### config.mk
export PLATFORM = sky130hd
export DESIGN_NAME = dldo_adaptive_ctrl_flat
export DESIGN_NICKNAME = d
export VERILOG_FILES = /design/src/rtl/dldo_adaptive_ctrl_if.sv /design/src/rtl/dldo_adaptive_ctrl.sv /design/src/flat_wrapper.sv
export SDC_FILE = /design/constraint.sdc
export NUM_CORES = 1
export LEC_CHECK = 0
export BUFFER_PORTS_ARGS = -buffer_cell sky130_fd_sc_hd__buf_4
export CORE_UTILIZATION = 40
export DETAILED_ROUTE_END_ITERATION = 10
export PLACE_DENSITY = 0.64
export SYNTH_ARGS = -nofsm -noshare
export SYNTH_HDL_FRONTEND = slang
export SYNTH_SLANG_ARGS = --single-unit
export TNS_END_PERCENT = 20
### constraint.sdc
create_clock -name clk -period 2.8 [get_ports clk]
set_input_delay 0.56 -clock clk [delete_from_list [all_inputs] [get_ports clk]]
set_output_delay 0.56 -clock clk [all_outputs]
set_load 0.01 [all_outputs]
### src/rtl/dldo_adaptive_ctrl_if.sv
// dldo_adaptive_ctrl_if: comparator/test-load inputs and switch-array outputs of the LDO controller
interface dldo_adaptive_ctrl_if #(
  parameter int ARRSZ = 32,
  parameter int CNT_W = 6
);
  logic             mode;
  logic             ctrl_in;
  logic [CNT_W-1:0] std_pt_in_cnt;
  logic [ARRSZ-1:0] ctrl_word;
  logic [CNT_W-1:0] ctrl_word_cnt;
  logic             locked;
  logic             sat_hi;
  logic             sat_lo;
  modport master (
    output mode, ctrl_in, std_pt_in_cnt,
    input  ctrl_word, ctrl_word_cnt, locked, sat_hi, sat_lo
  );
  modport slave (
    input  mode, ctrl_in, std_pt_in_cnt,
    output ctrl_word, ctrl_word_cnt, locked, sat_hi, sat_lo
  );
endinterface

### src/rtl/dldo_adaptive_ctrl.sv
// dldo_adaptive_ctrl: adaptive-step thermometer power-switch controller with divider, lock and saturation flags
module dldo_adaptive_ctrl #(
  parameter int ARRSZ    = 32,
  parameter int CNT_W    = 6,
  parameter int RST_CNT  = 1,
  parameter int STEP_MAX = 4,
  parameter int DIV      = 1,
  parameter int LOCK_N   = 4
) (
  input logic           clk,
  input logic           reset,
  dldo_adaptive_ctrl_if.slave bus
);
  localparam int DIV_W = $clog2(DIV + 1);
  localparam int REV_W = $clog2(LOCK_N + 1);
  localparam logic [CNT_W-1:0] ARR_C  = CNT_W'(ARRSZ);
  localparam logic [CNT_W:0]   ARR_X  = (CNT_W+1)'(ARRSZ);
  localparam logic [CNT_W-1:0] RST_C  = CNT_W'(RST_CNT);
  localparam logic [CNT_W-1:0] STEP_C = CNT_W'(STEP_MAX);
  localparam logic [CNT_W-1:0] HALF_C = CNT_W'(STEP_MAX / 2);
  localparam logic [DIV_W-1:0] DIV_L  = DIV_W'(DIV - 1);
  localparam logic [REV_W-1:0] LOCK_C = REV_W'(LOCK_N);
  logic [CNT_W-1:0] cnt, step, cnt_d, up_c, dn_c, std_c, step_nxt;
  logic [CNT_W:0]   up_x;
  logic [DIV_W-1:0] div;
  logic [REV_W-1:0] rev_cnt, rev_nxt;
  logic [ARRSZ-1:0] word;
  logic             prev_dir, first, locked, tick, same;
  always_comb begin
    tick     = div == DIV_L;
    up_x     = {1'b0, cnt} + {1'b0, step};
    up_c     = up_x > ARR_X ? ARR_C : up_x[CNT_W-1:0];
    dn_c     = cnt < step ? '0 : cnt - step;
    std_c    = bus.std_pt_in_cnt > ARR_C ? ARR_C : bus.std_pt_in_cnt;
    same     = bus.ctrl_in == prev_dir;
    step_nxt = same ? (step >= HALF_C ? STEP_C : step << 1) : (step == 1 ? step : step >> 1);
    // Unit-step reversals accumulate toward lock; any larger reversal or same-direction move restarts the count
    rev_nxt  = same || step != 1 ? '0 : (rev_cnt == LOCK_C ? rev_cnt : rev_cnt + 1'b1);
    cnt_d    = reset ? RST_C : !bus.mode ? std_c : !tick ? cnt : bus.ctrl_in ? dn_c : up_c;
  end
  always_ff @(posedge clk) begin
    cnt  <= cnt_d;
    word <= ~({ARRSZ{1'b1}} << cnt_d);
    if (reset) begin
      step     <= STEP_C;
      prev_dir <= 1'b0;
      first    <= 1'b1;
      rev_cnt  <= '0;
      div      <= '0;
      locked   <= 1'b0;
    end else if (!bus.mode) begin
      step    <= STEP_C;
      first   <= 1'b1;
      rev_cnt <= '0;
      div     <= '0;
      locked  <= 1'b0;
    end else begin
      div <= tick ? '0 : div + 1'b1;
      if (tick) begin
        prev_dir <= bus.ctrl_in;
        first    <= 1'b0;
        if (!first) begin
          step    <= step_nxt;
          rev_cnt <= rev_nxt;
          locked  <= rev_nxt == LOCK_C;
        end
      end
    end
  end
  assign bus.ctrl_word     = word;
  assign bus.ctrl_word_cnt = cnt;
  assign bus.locked        = locked;
  assign bus.sat_hi        = cnt == ARR_C;
  assign bus.sat_lo        = cnt == '0;
endmodule

### src/flat_wrapper.sv
// flat-port wrapper written by rule: the top's interface ports become plain ports
module dldo_adaptive_ctrl_flat 
#(
  parameter int ARRSZ    = 32,
  parameter int CNT_W    = 6,
  parameter int RST_CNT  = 1,
  parameter int STEP_MAX = 4,
  parameter int DIV      = 1,
  parameter int LOCK_N   = 4
)
  (clk, reset, bus_mode, bus_ctrl_in, bus_std_pt_in_cnt, bus_ctrl_word, bus_ctrl_word_cnt, bus_locked, bus_sat_hi, bus_sat_lo);
  dldo_adaptive_ctrl_if #(.ARRSZ(ARRSZ), .CNT_W(CNT_W)) bus_i ();
  input logic clk;
  input logic reset;
  input wire logic [$bits(bus_i.mode)-1:0] bus_mode;
  input wire logic [$bits(bus_i.ctrl_in)-1:0] bus_ctrl_in;
  input wire logic [$bits(bus_i.std_pt_in_cnt)-1:0] bus_std_pt_in_cnt;
  output wire logic [$bits(bus_i.ctrl_word)-1:0] bus_ctrl_word;
  output wire logic [$bits(bus_i.ctrl_word_cnt)-1:0] bus_ctrl_word_cnt;
  output wire logic [$bits(bus_i.locked)-1:0] bus_locked;
  output wire logic [$bits(bus_i.sat_hi)-1:0] bus_sat_hi;
  output wire logic [$bits(bus_i.sat_lo)-1:0] bus_sat_lo;
  assign bus_i.mode = bus_mode;
  assign bus_i.ctrl_in = bus_ctrl_in;
  assign bus_i.std_pt_in_cnt = bus_std_pt_in_cnt;
  assign bus_ctrl_word = bus_i.ctrl_word;
  assign bus_ctrl_word_cnt = bus_i.ctrl_word_cnt;
  assign bus_locked = bus_i.locked;
  assign bus_sat_hi = bus_i.sat_hi;
  assign bus_sat_lo = bus_i.sat_lo;
  dldo_adaptive_ctrl #(.ARRSZ(ARRSZ), .CNT_W(CNT_W), .RST_CNT(RST_CNT), .STEP_MAX(STEP_MAX), .DIV(DIV), .LOCK_N(LOCK_N)) u_core (.clk(clk), .reset(reset), .bus(bus_i));
endmodule
==> out/metrics.csv, run 1 <==
stage,metric,value,unit
floorplanning,io_pins,51,
cts,hold_buffers,0,
placed_design,io_buffers,50,
critical_path,startpoint_type,register,
cts,clockBufferDepth,2,
sta,slew_viol_final,0,
cts,clk_latency,0.30,ns
sta,relSlewSlack,0.5932,
cts,cts-root-buf,clkbuf_8,
floorplanning,num_rows,28,
sta,setup_viol,0,
sta,tightest_slew,0.6055,ns
floorplanning,initial_core_util,0.4183,
final_layout,utilization,0.5565,
drt,drc,0,
drt,ant_nets,0,
grt,first_global_vias,2162,
synth,ys_top_cells_by_area,"dfxtp_1 40%, ha_1 7.0%, a21oi_1 4.8%",
synth,ys_seq_area_frac,0.4018,
min_path,hold_class,register to register,
synth,synth-edff-count,0,
status,status,finished clean,
critical_path,crit_start,u_core.bus.ctrl_word_cnt[0]$_DFF_P_,
sta,setup_tns,0,ns
drt,vias,2305,
drt,routed_wl,6530,um
sta,clock_skew,0.008326,ns
critical_path,critPathMaxFanout,5,
grt,globalRouteOverflowTotal,0,
floorplanning,fp.dieH,80.92,um
critical_path,reg2reg_from,u_core.bus.ctrl_word_cnt[0]$_DFF_P_,
cts,clk_pin_slew,0.10,ns
drt,drt_iter0_markers,155,
drt,first_pass_iters,4,
synth,synth_cell_types,59,
synth,yosys-top-cells-count,"50 x dfxtp_1, 24 x a21oi_1, 24 x nor2_1",
floorplanning,core_area,0.005956,mm2
critical_path,crit_path_end,u_core.bus.ctrl_word[22]$_DFF_P_,
critical_path,critPathArrivalTime,2.91,ns
drt,vias_per_cell,5.287,
critical_path,slowest_delay,0.56,ns
cts,ctsHtreeMaxLevel,2,
critical_path,ff2ff_setup_slack,0.1,ns
critical_path,critPathKind,register to register,
critical_path,crit_required,3.01,ns
placed_design,dp_hpwl,4972,um
power,cellLeakagePower,1.406,nW
placed_design,gp_congestion,0.9530,
synth,synth_seq_cells,50,
job,max-cap-violations,0,
critical_path,cp_slowest_cell,fa_2,
synth,yosysMostFrequentCell,dfxtp_1,
synth,syn_inst,285,
synth,yosys.area.top_type,dfxtp_1,
grt,antenna_found_initial,0,
grt,track_usage,0.2098,
sta,finalCriticalPeriod,2.702,ns
cts,clock-sinks,50,
sta,hold_viol_final,0,
grt,grt_max_degree,19,
sta,max_clock_freq,370.1,MHz
critical_path,endpoint_kind,register,
synth,ys_warn_count,0,
final_layout,fillCellCount,537,
critical_path,path_cells,ha_2 > fa_2 > nor3b_2 > a21oi_1 > a2111oi_2 > o21ai_1 > a31oi_4 > o21ai_4 > o311ai_1,
synth,avgSynthCellArea,8.741,um2
synth,async_reset_ff_frac,0,
final_layout,area_delta_synth_final,33.05,%
power,vdd_ir_drop_max,396.6,uV
power,p_per_area,522.3,mW/mm2
synth,syn_area,0.002491,mm2
synth,synthesis.nets,311,
critical_path,reg2reg_depth,9,
cts,cts_tree,done,
grt,grt_pass1_wl,10490,um
synth,yosys.area.top_type_share,0.4018,
synth,ys.flop_type,dfxtp_1,
final_layout,drive_gt1_frac,0.3324,
critical_path,r2r_end,u_core.bus.ctrl_word[22]$_DFF_P_,
sta,period_share,0.9650,
drt,wl_per_cell,14.98,um
cts,numCtsBuffers,5,
floorplanning,fp.dieW,80.92,um
final_layout,nNetsFinal,386,
floorplanning,fp.dieArea,0.006547,mm2
final_layout,antennaDiodeCount,0,
==> cell families (layout without fill, tap and decap cells) <==
group	after synthesis	in the layout	share of synthesized area
AND/OR/NAND/NOR	90	90	0.1818
AO/OA/AOI/OAI	85	85	0.2396
flip-flops	50	50	0.4018
buffers and inverters	35	111	0.05826
adder cells (fa/ha/maj)	16	16	0.08639
XOR/XNOR	5	5	0.01758
multiplexers	3	3	0.01306
other	1	1	0.001505
==> registers in the layout, summed over array words and instances (netlist names) <==
register	flops
u_core.bus.ctrl_word	31
u_core.bus.ctrl_word_cnt	6
u_core.bus.locked	1
u_core.div	1
u_core.first	1
u_core.prev_dir	1
u_core.rev_cnt	3
u_core.step	6
==> timing repair <==
item,CTS,global route
endpoints found under the setup margin,6,27
pin swaps,0,3
setup buffers,0,1
cloned,0,0
resized for setup,2,21
==> worst max-delay path: cells and delay by family (launching register included) <==
family / cells / cell delay [ns]
AO/OA/AOI/OAI: 6 / 1.28
flip-flops: 1 / 0.38
AND/OR/NAND/NOR: 1 / 0.17
adder cells (fa/ha/maj): 2 / 0.77
==> through the flow <==
stage | setup WS [ns] | power [W] | std cells | hold WS (ns) | area [um2]
floorplan | 0.1004 | 0.001062 | 285 | 0.4421 | 2491
global placement | 0.03823 | 0.001279 | 427 | 0.4545 | 3123
detailed placement | -0.02950 | 0.001279 | 427 | 0.4661 | 3123
CTS | 0.005160 | 0.001725 | 435 | 0.4877 | 3224
global route | -0.02070 | 0.001823 | 436 | 0.5051 | 3314
finish | 0.09788 | 0.001731 | 436 | 0.4954 | 3314
==> layout by cell type, fill, tap and decap left out, drive strengths merged, types with 3 or more instances in the layout <==
| cell | count |
|---|---|
| nand2b | 6 |
| a211oi | 9 |
| buf | 81 |
| a21oi | 24 |
| nor2b | 5 |
| nand3 | 8 |
| a31oi | 7 |
| nor2 | 24 |
| nand2 | 23 |
| nor3b | 3 |
| dfxtp | 50 |
| or2 | 4 |
| ha | 14 |
| inv | 23 |
| xor2 | 3 |
| a22oi | 3 |
| o21ai | 20 |
| nor3 | 9 |
| clkbuf | 5 |
==> layout make-up <==
cell class | count | area [um2] | share of cell area
clock buffers | 5 | 68.82 | 0.02076
clock inverters | 3 | 28.78 | 0.008683
inverters | 22 | 82.58 | 0.02492
multi-input cells | 200 | 1423 | 0.4292
flip-flops and latches | 50 | 1006 | 0.3035
well taps | 75 | 93.84 | 0.02831
repair buffers | 81 | 611.8 | 0.1846
==> metal layers <==
| layer | vias to the layer above | wire [um] | GRT usage |
|---|---|---|---|
| met3 | 7 | 354 | 0.03483 |
| met2 | 60 | 3110 | 0.3471 |
| met5 | - | 0 | 0 |
| li1 | 1154 | - | - |
| met4 | 0 | 59 | 0.06250 |
| met1 | 1084 | 3006 | 0.2785 |
==> how the worst min path moves through the flow <==
| stage | from | to | slack [ns] | cells past startpoint |
|---|---|---|---|---|
| floorplan | u_core.first$_SDFFE_PP1N_ | u_core.first$_SDFFE_PP1N_ | 0.44 | 1 |
| global placement | u_core.first$_SDFFE_PP1N_ | u_core.first$_SDFFE_PP1N_ | 0.45 | 1 |
| detailed placement | u_core.first$_SDFFE_PP1N_ | u_core.first$_SDFFE_PP1N_ | 0.47 | 1 |
| CTS | reset | u_core.prev_dir$_SDFFE_PP0P_ | 0.49 | 2 |
| global route | reset | u_core.prev_dir$_SDFFE_PP0P_ | 0.51 | 2 |
| finish | u_core.first$_SDFFE_PP1N_ | u_core.first$_SDFFE_PP1N_ | 0.50 | 1 |
==> report_power, final <==
| group | switching, W | leakage, nW | internal (W) |
|---|---|---|---|
| registers | 0.0000310 | 0.416 | 0.000784 |
| logic | 0.000247 | 0.940 | 0.000225 |
| clock network | 0.000259 | 0.0502 | 0.000185 |
Power figures use the tool's default switching activity.
==> run 2, diff against run 1 <==
- RECOVER_POWER: unset -> 25
==> run 2 against run 1 <==
Design area is 2.0% lower. First-iteration DRC count is 2.6% higher. Core utilization down 1.1 points. Largest cell class unchanged. Clock-buffer cell count unchanged. Routed wire length increased by 0.52%.
==> out/metrics.csv, run 2 (synthesis gave the netlist of run 1 again) <==
stage,metric,value,unit,change
critical_path,reg2reg_from,u_core.bus.ctrl_word_cnt[0]$_DFF_P_,,unchanged
placed_design,dp.cells,427,,unchanged
status,status,finished clean,,unchanged
cts,ctsHtreeMaxLevel,2,,unchanged
sta,tightest_slew,0.6005,ns,was 0.6055 ns
critical_path,crit_start,u_core.bus.ctrl_word_cnt[0]$_DFF_P_,,unchanged
placed_design,dp_hpwl,4972,um,unchanged
cts,clock-sinks,50,,unchanged
final_layout,largest_reg_flops,31,,unchanged
critical_path,critPathArrivalTime,2.92,ns,was 2.91 ns
floorplanning,core_area,0.005956,mm2,unchanged
sta,clock_skew,0.008182,ns,was 0.008326 ns
sta,period_share,0.9689,,was 0.9650
cts,numCtsBuffers,5,,unchanged
cts,cts_tree,done,,unchanged
min_path,hold_class,register to register,,unchanged
drt,drc,0,,unchanged
job,max-cap-violations,0,,unchanged
final_layout,final_cell_mix,"62 x buf_4, 48 x dfxtp_1, 24 x nor2_1, 22 x nand2_1, 22 x a21oi_1",,"was 80 x buf_4, 48 x dfxtp_1, 24 x nor2_1, 22 x nand2_1, 22 x a21oi_1"
final_layout,drive_gt1_frac,0.2825,,was 0.3324
floorplanning,num_rows,28,,unchanged
grt,antenna_found_initial,0,,unchanged
placed_design,gp_congestion,0.9530,,unchanged
sta,slew_viol_final,0,,unchanged
critical_path,crit_required,3.01,ns,about the same
critical_path,critPathMaxFanout,5,,unchanged
critical_path,critPathKind,register to register,,unchanged
floorplanning,initial_core_util,0.4183,,unchanged
critical_path,startpoint_type,register,,unchanged
sta,setup_tns,0,ns,unchanged
final_layout,fin_cells,436,,unchanged
drt,ant_nets,0,,unchanged
cts,clockBufferDepth,2,,unchanged
sta,relSlewSlack,0.5966,,was 0.5932
floorplanning,io_pins,51,,unchanged
drt,wl_per_cell,15.06,um,was 14.98 um
power,p_per_area,525.4,mW/mm2,was 522.3 mW/mm2
min_path,worstHoldStart,u_core.first$_SDFFE_PP1N_,,unchanged
drt,vias_per_cell,5.314,,was 5.287
sta,finalCriticalPeriod,2.713,ns,was 2.702 ns
cts,clk_pin_slew,0.10,ns,about the same
sta,hold_viol_final,0,,unchanged
drt,routed_wl,6564,um,was 6530 um
grt,globalRouteOverflowTotal,0,,unchanged
power,vdd_ir_drop_max,388.6,uV,was 396.6 uV
floorplanning,fp.dieH,80.92,um,unchanged
grt,track_usage,0.2098,,unchanged
final_layout,area_delta_synth_final,30.34,%,was 33.05%
final_layout,final_common_cell,buf_4,,unchanged
cts,clk_latency,0.30,ns,about the same
drt,vias,2317,,was 2305
grt,first_global_vias,2162,,unchanged
final_layout,nNetsFinal,386,,unchanged
floorplanning,fp.dieArea,0.006547,mm2,unchanged
grt,grt_pass1_wl,10490,um,unchanged
power,cellLeakagePower,1.338,nW,was 1.406 nW
final_layout,fillCellCount,553,,was 537
final_layout,antennaDiodeCount,0,,unchanged
sta,max_clock_freq,368.6,MHz,was 370.1 MHz
placed_design,io_buffers,50,,unchanged
drt,first_pass_iters,4,,unchanged
cts,cts-root-buf,clkbuf_8,,unchanged
sta,setup_viol,0,,unchanged
floorplanning,fp.dieW,80.92,um,unchanged
drt,drt_iter0_markers,159,,was 155
grt,grt_max_degree,19,,unchanged
critical_path,endpoint_kind,register,,unchanged
## run 2: per-layer routing
metal,global-route usage,routed length [um],vias to the layer above,share of wire
li1,-,-,1148,-
met1,0.2785,3053,1098,0.47
met2,0.3471,3149,64,0.48
met3,0.03483,318,7,0.048
met4,0.06250,43,0,0.0066
met5,0,0,-,0
## run 2: what timing repair did
item                                    in CTS  in global routing
resized for setup                            2                 21
endpoints found under the setup margin       6                 27
pin swaps                                    0                  3
hold buffers                                 0                  0
setup buffers                                0                  1
## run 2: layout make-up
type | count | area (um2) | share of cell area
multi-input combinational | 200 | 1423 | 0.4381
inverter | 22 | 82.58 | 0.02543
tap | 75 | 93.84 | 0.02890
timing repair buffer | 81 | 544.3 | 0.1676
clock inverter | 3 | 28.78 | 0.008863
sequential | 50 | 1006 | 0.3098
clock buffer | 5 | 68.82 | 0.02119
## run 2: where the power goes
group	internal, W	total, W	switching, W
sequential	0.000784	0.000814	0.0000309
combinational	0.000200	0.000448	0.000248
clock	0.000185	0.000444	0.000258
total	0.00117	0.00171	0.000537
## run 2: stage by stage
| stage | instance area [um2] | setup WS [ns] | utilization | hold WS, ns | total power, W |
|---|---|---|---|---|---|
| final | 3247 | 0.08713 | 0.5452 | 0.4995 | 0.001706 |
| after global routing | 3247 | -0.02070 | 0.5452 | 0.5105 | 0.001797 |
| after CTS | 3224 | 0.005160 | 0.5414 | 0.4877 | 0.001725 |
| after detailed placement | 3123 | -0.02950 | 0.5244 | 0.4661 | 0.001279 |
| after global placement | 3123 | 0.03823 | 0.5244 | 0.4545 | 0.001279 |
| after floorplan | 2491 | 0.1004 | - | 0.4421 | 0.001062 |
## run 2: worst paths after layout
kind                                                    endpoint  slack, ns  cells after the start
worst min-delay path                   u_core.first$_SDFFE_PP1N_       0.50                      1
worst max-delay path            u_core.bus.ctrl_word[22]$_DFF_P_       0.09                      9
worst min register to register         u_core.first$_SDFFE_PP1N_       0.50                      1
worst max register to register  u_core.bus.ctrl_word[22]$_DFF_P_       0.09                      9
## run 2: worst max-delay path, cell delays in order (launching register included)
cell	delay, ns
dfxtp_4	0.38
ha_2	0.21
fa_2	0.57
nor3b_2	0.18
a21oi_1	0.08
a2111oi_2	0.36
o21ai_1	0.16
a31oi_4	0.27
o21ai_4	0.13
o311ai_1	0.28
==> run 3, diff against run 2 <==
- CORE_UTILIZATION: 40 -> 45
- PLACE_DENSITY: 0.64 -> 0.68
- clock period: 2.8 -> 3.1 ns (I/O delays scaled with it)
==> run 3 against run 2 <==
Non-clock buffer count down 18. Sequential cell count unchanged. Design area down 6.4%. Largest cell class unchanged. Highest routed layer unchanged.
==> out/metrics.csv, run 3 (synthesis gave the netlist of run 1 again) <==
stage,metric,value,unit,change
status,status,finished clean,,unchanged
final_layout,area_delta_synth_final,22.00,%,was 30.34%
drt,drc,0,,unchanged
sta,hold_ws,0.4758,ns,was 0.4995 ns
floorplanning,fp.dieH,76.41,um,was 80.92 um
final_layout,nNetsFinal,368,,was 386
sta,hold_viol_final,0,,unchanged
sta,max_clock_freq,343.0,MHz,was 368.6 MHz
floorplanning,initial_core_util,0.4786,,was 0.4183
grt,first_global_vias,2110,,was 2162
sta,setup_tns,0,ns,unchanged
floorplanning,core_area,0.005205,mm2,was 0.005956 mm2
job,max-cap-violations,0,,unchanged
cts,ctsHtreeMaxLevel,2,,unchanged
final_layout,drive_gt1_frac,0.2070,,was 0.2825
min_path,hold_depth,1,,unchanged
min_path,hold_class,register to register,,unchanged
power,p_per_area,490.7,mW/mm2,was 525.4 mW/mm2
critical_path,reg2reg_depth,9,,unchanged
cts,clock-sinks,50,,unchanged
grt,grt_pass1_wl,10080,um,was 10490 um
drt,vias,2231,,was 2317
grt,antenna_found_initial,0,,unchanged
cts,clockBufferDepth,2,,unchanged
sta,finalCriticalPeriod,2.916,ns,was 2.713 ns
critical_path,crit_path_end,u_core.bus.ctrl_word[22]$_DFF_P_,,unchanged
cts,cts_tree,done,,unchanged
cts,numCtsBuffers,5,,unchanged
critical_path,ff2ff_setup_slack,0.18,ns,was 0.09 ns
power,vdd_ir_drop_max,413.5,uV,was 388.6 uV
power,p_total,0.001491,W,was 0.001706 W
floorplanning,fp.dieArea,0.005838,mm2,was 0.006547 mm2
sta,setup_viol,0,,unchanged
cts,clk_latency,0.30,ns,about the same
sta,slew_viol_final,0,,unchanged
drt,vias_per_cell,5.402,,was 5.314
floorplanning,num_rows,26,,was 28
final_layout,antennaDiodeCount,0,,unchanged
placed_design,gp_congestion,0.9534,,was 0.9530
sta,relSlewSlack,0.5722,,was 0.5966
critical_path,critPathArrivalTime,3.12,ns,was 2.92 ns
critical_path,endpoint_kind,register,,unchanged
critical_path,critPathMaxFanout,8,,was 5
grt,globalRouteOverflowTotal,0,,unchanged
placed_design,io_buffers,50,,unchanged
critical_path,reg2reg_from,u_core.bus.ctrl_word_cnt[0]$_DFF_P_,,unchanged
drt,drt_iter0_markers,145,,was 159
sta,rsz0062_at_grt,yes,,
drt,ant_nets,0,,unchanged
sta,setup_slack,0.1843,ns,was 0.08713 ns
final_layout,fillCellCount,488,,was 553
sta,tightest_slew,0.6369,ns,was 0.6005 ns
placed_design,pre_cts_slack,0.01976,ns,was -0.02950 ns
power,cellLeakagePower,1.245,nW,was 1.338 nW
final_layout,largest_reg_flops,31,,unchanged
cts,clk_pin_slew,0.09,ns,was 0.10 ns
cts,cts-root-buf,clkbuf_8,,unchanged
critical_path,r2r_end,u_core.bus.ctrl_word[22]$_DFF_P_,,unchanged
final_layout,utilization,0.5839,,was 0.5452
sta,period_share,0.9405,,was 0.9689
drt,routed_wl,6169,um,was 6564 um
final_layout,final_cell_mix,"50 x dfxtp_1, 44 x buf_4, 24 x nor2_1, 22 x nand2_1, 21 x a21oi_1",,"was 62 x buf_4, 48 x dfxtp_1, 24 x nor2_1, 22 x nand2_1, 22 x a21oi_1"
placed_design,dp_hpwl,4839,um,was 4972 um
critical_path,startpoint_type,register,,unchanged
grt,track_usage,0.2159,,was 0.2098
drt,wl_per_cell,14.94,um,was 15.06 um
critical_path,crit_required,3.31,ns,was 3.01 ns
critical_path,crit_start,u_core.bus.ctrl_word_cnt[0]$_DFF_P_,,unchanged
grt,grt_max_degree,17,,was 19
critical_path,critPathKind,register to register,,unchanged
final_layout,final_common_cell,dfxtp_1,,was buf_4
floorplanning,io_pins,51,,unchanged
drt,first_pass_iters,4,,unchanged
sta,clock_skew,0.007226,ns,was 0.008182 ns
cts,hold_buffers,0,,unchanged
floorplanning,fp.dieW,76.41,um,was 80.92 um
[run 3: changes by cell type in the layout (fill, tap and decap cells not counted), moves of 2 or more]
cell	delta
buf_4	-18
ha_2	-2
dfxtp_1	+2
clkinv_4	-2
ha_1	+2
[run 3: worst max-delay path, cell delays in order (launching register included)]
cell and delay (ns):
dfxtp_1 0.36, ha_1 0.24, fa_1 0.56, nor3b_1 0.20, a21oi_1 0.06, a2111oi_1 0.42, o21ai_1 0.21, a31oi_4 0.29
o21ai_2 0.20, o311ai_1 0.28
[run 3: cell type report]
type	instances	area [um2]	area share
Tap cell	70	87.58	0.02882
Timing Repair Buffer	63	401.6	0.1322
Sequential cell	50	1001	0.3294
Multi-Input combinational cell	200	1368	0.4500
Inverter	22	82.58	0.02717
Clock inverter	2	16.27	0.005352
Clock buffer	6	82.58	0.02717
[run 3: where the power goes]
group	internal, W	switching (W)	leakage, nW
logic	0.000152	0.000206	0.783
clock network	0.000184	0.000211	0.0478
registers	0.000708	0.0000308	0.415
total	0.00104	0.000448	1.25
[run 3: worst min path at each step]
stage	from	endpoint	slack [ns]
2_1_floorplan	u_core.first$_SDFFE_PP1N_	u_core.first$_SDFFE_PP1N_	0.44
3_3_place_gp	u_core.first$_SDFFE_PP1N_	u_core.first$_SDFFE_PP1N_	0.45
3_5_place_dp	u_core.first$_SDFFE_PP1N_	u_core.first$_SDFFE_PP1N_	0.46
4_1_cts	u_core.first$_SDFFE_PP1N_	u_core.first$_SDFFE_PP1N_	0.48
5_1_grt	u_core.first$_SDFFE_PP1N_	u_core.first$_SDFFE_PP1N_	0.51
6_report	u_core.first$_SDFFE_PP1N_	u_core.first$_SDFFE_PP1N_	0.48
[run 3: stage by stage]
stage               area, um2  instances
global placement         2989        405
global route             3039        413
floorplan                2491        285
detailed placement       2989        405
CTS                      3092        413
finish                   3039        413
[run 3: per-layer routing]
metal	vias to the layer above	track usage	part of all wire
met5	-	0	0
met4	0	0.08269	0.026
met2	63	0.3577	0.47
met3	12	0.05389	0.061
li1	1118	-	-
met1	1038	0.2686	0.44
[run 3: timing repair]
action | 4_1_cts | 5_1_grt
setup buffers | 0 | 0
endpoints found under the setup margin | 1 | 13
gates resized for setup | 1 | 6
